**src/rtl/ram_burst_master.sv**
```systemverilog
// Burst initiator for the single-port RAM word interface: one write or read
// burst of 1..MAX_LEN consecutive words at a time, streamed over valid/ready.
module ram_burst_master #(
    parameter int MEM_WORDS = 1048576,
    parameter int MAX_LEN   = 16
) (
    input  logic        clk,
    input  logic        rst_n,
    input  logic        cmd_valid,
    output logic        cmd_ready,
    input  logic        cmd_write,
    input  logic [31:0] cmd_addr,
    input  logic [4:0]  cmd_len,
    input  logic        wr_valid,
    output logic        wr_ready,
    input  logic [31:0] wr_data,
    output logic        rd_valid,
    input  logic        rd_ready,
    output logic [31:0] rd_data,
    output logic        done,
    output logic        err,
    output logic        ram_load,
    output logic        ram_save,
    output logic [31:0] ram_addr,
    output logic [31:0] ram_data,
    input  logic [31:0] ram_value
);

    localparam logic [4:0]  MAX_LEN_W = 5'(MAX_LEN);
    localparam logic [32:0] MEM_LIMIT = 33'(MEM_WORDS);

    typedef enum logic [2:0] {IDLE, WRITE, READ, DONE, ERR} state_t;

    state_t      state, state_next;
    logic [31:0] cur_addr, cur_addr_next;
    logic [4:0]  remaining, remaining_next;
    logic [4:0]  issue_left, issue_left_next;
    logic [4:0]  resp_left, resp_left_next;
    logic        hold, hold_next;
    logic [32:0] end_addr;
    logic        legal;

    // 33-bit sum so a command that wraps past 2^32 is rejected too
    assign end_addr = {1'b0, cmd_addr} + {28'd0, cmd_len};
    assign legal    = (cmd_len != 5'd0) && (cmd_len <= MAX_LEN_W) && (end_addr <= MEM_LIMIT);

    always_ff @(posedge clk or negedge rst_n) begin
        if (!rst_n) begin
            state      <= IDLE;
            cur_addr   <= '0;
            remaining  <= '0;
            issue_left <= '0;
            resp_left  <= '0;
            hold       <= 1'b0;
        end else begin
            state      <= state_next;
            cur_addr   <= cur_addr_next;
            remaining  <= remaining_next;
            issue_left <= issue_left_next;
            resp_left  <= resp_left_next;
            hold       <= hold_next;
        end
    end

    always_comb begin
        state_next      = state;
        cur_addr_next   = cur_addr;
        remaining_next  = remaining;
        issue_left_next = issue_left;
        resp_left_next  = resp_left;
        hold_next       = 1'b0;
        cmd_ready       = 1'b0;
        wr_ready        = 1'b0;
        rd_valid        = 1'b0;
        rd_data         = '0;
        done            = 1'b0;
        err             = 1'b0;
        ram_load        = 1'b0;
        ram_save        = 1'b0;
        ram_addr        = '0;
        ram_data        = '0;

        case (state)
            IDLE: begin
                cmd_ready = 1'b1;
                if (cmd_valid) begin
                    cur_addr_next = cmd_addr;
                    if (!legal) begin
                        state_next = ERR;
                    end else if (cmd_write) begin
                        state_next     = WRITE;
                        remaining_next = cmd_len;
                    end else begin
                        state_next      = READ;
                        issue_left_next = cmd_len;
                        resp_left_next  = cmd_len;
                    end
                end
            end

            WRITE: begin
                wr_ready = 1'b1;
                ram_save = wr_valid;
                ram_addr = cur_addr;
                ram_data = wr_data;
                if (wr_valid) begin
                    cur_addr_next  = cur_addr + 32'd1;
                    remaining_next = remaining - 5'd1;
                    if (remaining == 5'd1) begin
                        state_next = DONE;
                    end
                end
            end

            READ: begin
                ram_addr = cur_addr;
                rd_valid = hold;
                // RAM value only moves on a load edge, so it is the held word
                rd_data  = hold ? ram_value : '0;
                ram_load = (issue_left != 5'd0) && (!hold || rd_ready);
                if (ram_load) begin
                    cur_addr_next   = cur_addr + 32'd1;
                    issue_left_next = issue_left - 5'd1;
                end
                hold_next = ram_load || (hold && !rd_ready);
                if (hold && rd_ready) begin
                    resp_left_next = resp_left - 5'd1;
                    if (resp_left == 5'd1) begin
                        state_next = DONE;
                    end
                end
            end

            DONE: begin
                done       = 1'b1;
                state_next = IDLE;
            end

            ERR: begin
                err        = 1'b1;
                state_next = IDLE;
            end

            default: state_next = IDLE;
        endcase
    end

endmodule

```
**config.mk**
```make
export PLATFORM = sky130hd
export DESIGN_NAME = ram_burst_master
export DESIGN_NICKNAME = d
export VERILOG_FILES = /design/src/rtl/ram_burst_master.sv
export SDC_FILE = /design/constraint.sdc
export NUM_CORES = 1
export LEC_CHECK = 0
export ABC_AREA = 1
export CAP_MARGIN = 0
export CORE_MARGIN = 2
export CORE_UTILIZATION = 45
export DETAILED_ROUTE_END_ITERATION = 8
export GPL_TIMING_DRIVEN = 0
export PLACE_DENSITY = 0.79
export SLEW_MARGIN = 5
export SYNTH_ARGS = -nofsm -noshare
export SYNTH_HDL_FRONTEND = slang
export SYNTH_SLANG_ARGS = --single-unit
```
**constraint.sdc**
```tcl
create_clock -name clk -period 2.3 [get_ports clk]
set_input_delay 0.23 -clock clk [delete_from_list [all_inputs] [get_ports clk]]
set_output_delay 0.23 -clock clk [all_outputs]
set_load 0.05 [all_outputs]
```
==> flow_summary.yaml <==
worst_hold_path:
  hold_path_class: "in2reg"
place:
  gp_congestion: 0.951
  dp_hpwl_um: 15200
  portBuffers: 209
  pre_cts_ws_ns: -0.996
timing:
  rsz0062_at_grt: "yes"
  setup_tns_ns: 0
  holdWs_ns: 0.271
  period_share_pct: 99.1
  timing.slew.headroom_pct: 54.4
  slew_viol_final: 0
  min_period_ns: 2.28
  fin_worst_skew_ns: 0.0128
  setup_viol: 0
  worst_slew_pin_slew_ns: 0.684
  fmaxAchievable_ghz: 0.439
  hold_viol: 0
  setup_slack_ns: 0.0210
clock_network:
  h-tree-depth: 2
  cts_tree: "built"
  cts.sinks: 51
  clk_latency_ns: 0.30
  clk_pin_slew_ns: 0.07
  cts_root_buf: "clkbuf_16"
  cts_buffers: 5
  clk_path_buf_depth: 2
floorplan:
  initial_core_util_pct: 46.6
  pin_count: 210
  die_w_um: 113
  die_area_mm2: 0.0129
  placementRows: 39
  die_h_um: 113
  core-area_mm2: 0.0116
critical_path:
  ff2ff_path_depth: 11
  cp_max_fo: 5
  endpoint: "issue_left[3]$_DFFE_PN0P_"
  critPathRequiredTime_ns: 2.53
  cp_slowest_stage_delay_ns: 0.34
  startpoint: "cmd_addr[0]"
  arrival_ns: 2.51
  crit_family: "simple AND/OR/NAND/NOR gates"
  cp.depth: 20
  r2r_start: "cur_addr[0]$_DFFE_PN0P_"
  path_class: "in2reg"
  endpoint_kind: "flop"
  path_cells: "buf_8 -> ha_4 -> fa_2 -> nand2_2 -> nand2_4 -> nand3_4 -> nand2_4 -> buf_6 -> nand3_2 -> nand2_1 -> nand2_1 -> nand3_2 -> nor2_2 -> nand3_2 -> nor2_4 -> nand2_4 -> nand2_8 -> buf_6 -> nand3_2 -> nand2_2"
  cp_common_cell: "nand3_2"
  cp-start-kind: "input pin"
  cpMaxStageDelayCell: "fa_2"
  r2r_slack_ns: 0.06
  critPathBufInv: 3
  r2r_end: "cur_addr[31]$_DFFE_PN0P_"
yosys:
  synth.area.top_cells: "dfrtp_1, nand2_1, nor2_1"
  synth.top_cell.area_share_pct: 23.7
  synth_xor_area_share_pct: 1.95
  synth-seq-cells: 51
  synth_area_leader_cell: "dfrtp_1"
  synthFlopType: "dfrtp_1"
  synth-edff-count: 0
  seq_area_frac_synth_pct: 23.7
  yosys.area_share.simple_pct: 46.5
  synth-compound-area-share_pct: 11.8
  yosys-top-cells-count: "nand2_1, nor2_1, inv_1, nand3_1, dfrtp_1"
  muxShareOfSynthArea_pct: 0
  synth_warnings: 0
  netlist_area_mm2: 0.00539
  synth.distinct_cells: 47
  synth_most_common_cell: "nand2_1"
  syn_inst: 951
  syn-mean-instance-area_um2: 5.67
  synth_fp_nets: 1071
  async_flop_share_pct: 100
  synth_top_family_by_area: "simple AND/OR/NAND/NOR gates"
  synthAdderAreaFrac_pct: 3.16
pwr:
  p_sw_mw: 6.40
  seqPwrFrac_pct: 17.0
  power.total_mw: 10.8
  power_leakage_nw: 4.18
  ir_worst_vdd_v: 0.000649
  cellPowerDensity_mw_per_mm2: 1290
  p_int_mw: 4.42
  clock_power_share_pct: 8.2
  combPwrFrac_pct: 74.8
  switching_share_pct: 59.1
cells_and_area:
  diodes: 0
  fin_nets: 1321
  fill_cells: 996
  drive_above_1_share_pct: 21.8
  syn_to_final_growth_pct: 55.9
routing:
  viasPerCell: 5.32
  drcViolationCount: 0
  avgRoutedWirePerCell_um: 15.6
  drtAntennaViolNets: 0
  vias: 7160
  wl_um: 21000
  first_pass_iters: 5
  drt-initial-drc-count: 721
flow_run:
  max_cap_violations: 0
global_route:
  antenna_found_initial: 1
  grt_pass1_vias: 6504
  grt_pass1_wl_um: 31500
  grt.overflow.total: 0
  grt_max_degree: 30
  track_usage_pct: 30.2
outcome:
  status: "complete, no violations"
layer usage:
layer / vias up / GRT usage (%) / wire length, µm
li1: 3510 / - / -
met1: 3181 / 39.9 / 8280
met2: 428 / 50.3 / 9800
met3: 41 / 6.43 / 2350
met4: 0 / 8.62 / 526
met5: - / 0 / 0
logic make-up after synthesis:
logic type / after synthesis
compound gates: 106
xor+xnor: 12
fa+ha+maj: 13
buf+inv: 181
flops: 51
simple gates: 588
state kept, by name (all words and copies together), names as in the netlist:
| register | count |
|---|---|
| issue_left | 5 |
| state | 3 |
| cur_addr | 32 |
| remaining | 5 |
| resp_left | 5 |
| hold | 1 |
how the worst min path moves through the flow:
stage	start	to	slack, ns	cells after the start
detailed placement	rst_n	cur_addr[28]$_DFFE_PN0P_	0.27	1
CTS	cmd_addr[0]	cur_addr[0]$_DFFE_PN0P_	0.27	3
global route	cmd_addr[1]	cur_addr[1]$_DFFE_PN0P_	0.29	3
global placement	resp_left[1]$_DFFE_PN0P_	resp_left[1]$_DFFE_PN0P_	0.46	2
floorplan	rst_n	cur_addr[0]$_DFFE_PN0P_	-0.07	0
finish	cmd_addr[0]	cur_addr[0]$_DFFE_PN0P_	0.27	3
area by class of cell:
| cell class | count | area [µm²] | share of cell area, % |
|---|---|---|---|
| Buffer | 31 | 179 | 2.13 |
| Clock inverter | 2 | 35.0 | 0.417 |
| Inverter | 150 | 563 | 6.70 |
| Tap cell | 143 | 179 | 2.13 |
| Timing Repair Buffer | 240 | 2180 | 25.9 |
| Sequential cell | 51 | 1280 | 15.2 |
| Multi-Input combinational cell | 722 | 3850 | 45.9 |
| Clock buffer | 6 | 139 | 1.65 |
per-stage QoR:
step / utilization [%] / instance area, µm² / std cells
floorplan: - / 5390 / 951
global placement: 66.3 / 7660 / 1303
detailed placement: 66.4 / 7680 / 1304
CTS: 69.6 / 8050 / 1328
global route: 72.6 / 8400 / 1345
finish: 72.6 / 8400 / 1345
cell usage in the layout (no fill, tap or decap), types with 4 or more instances in the layout:
| cell | instances |
|---|---|
| a32oi_1 | 5 |
| nand3_2 | 16 |
| ha_4 | 4 |
| dlygate4sd2_1 | 25 |
| o21ai_0 | 41 |
| buf_4 | 34 |
| o31ai_1 | 4 |
| nand2_4 | 12 |
| nor3_1 | 18 |
| a31oi_1 | 11 |
| buf_2 | 42 |
| clkdlybuf4s50_1 | 79 |
| nand3b_1 | 11 |
| nand2_2 | 20 |
| inv_2 | 7 |
| clkbuf_16 | 5 |
| a22oi_1 | 4 |
| xor2_1 | 9 |
| nand3_1 | 51 |
| dlymetal6s2s_1 | 5 |
| a21oi_1 | 19 |
| nand4_1 | 9 |
| ha_1 | 7 |
| dfrtp_1 | 49 |
| clkdlybuf4s15_2 | 42 |
| nor2_4 | 9 |
| clkbuf_1 | 8 |
| inv_1 | 143 |
| nand3_4 | 4 |
| buf_6 | 10 |
| nand2_1 | 239 |
| nor2_2 | 19 |
| clkbuf_2 | 14 |
| nor2_1 | 169 |
worst min-delay path: stages:
cell and delay (ns):
buf_8 0.11, nor2_1 0.11, o31ai_1 0.08
what timing repair did:
item,in CTS,in global routing
gates resized for setup,459,113
hold endpoints to repair,22,0
cloned,4,1
hold buffers,1,0
pin swaps,22,43
setup endpoints to repair,138,123
setup buffers,11,16
power by group through the flow:
stage / Clock (mW) / Combinational (mW) / Sequential (mW)
floorplan: 0 / 5.18 / 1.68
global placement: 0 / 7.36 / 1.78
detailed placement: 0 / 7.44 / 1.79
CTS: 0.890 / 7.60 / 1.78
global route: 0.926 / 8.69 / 1.90
finish: 0.883 / 8.09 / 1.84
Power figures use the tool's default switching activity.
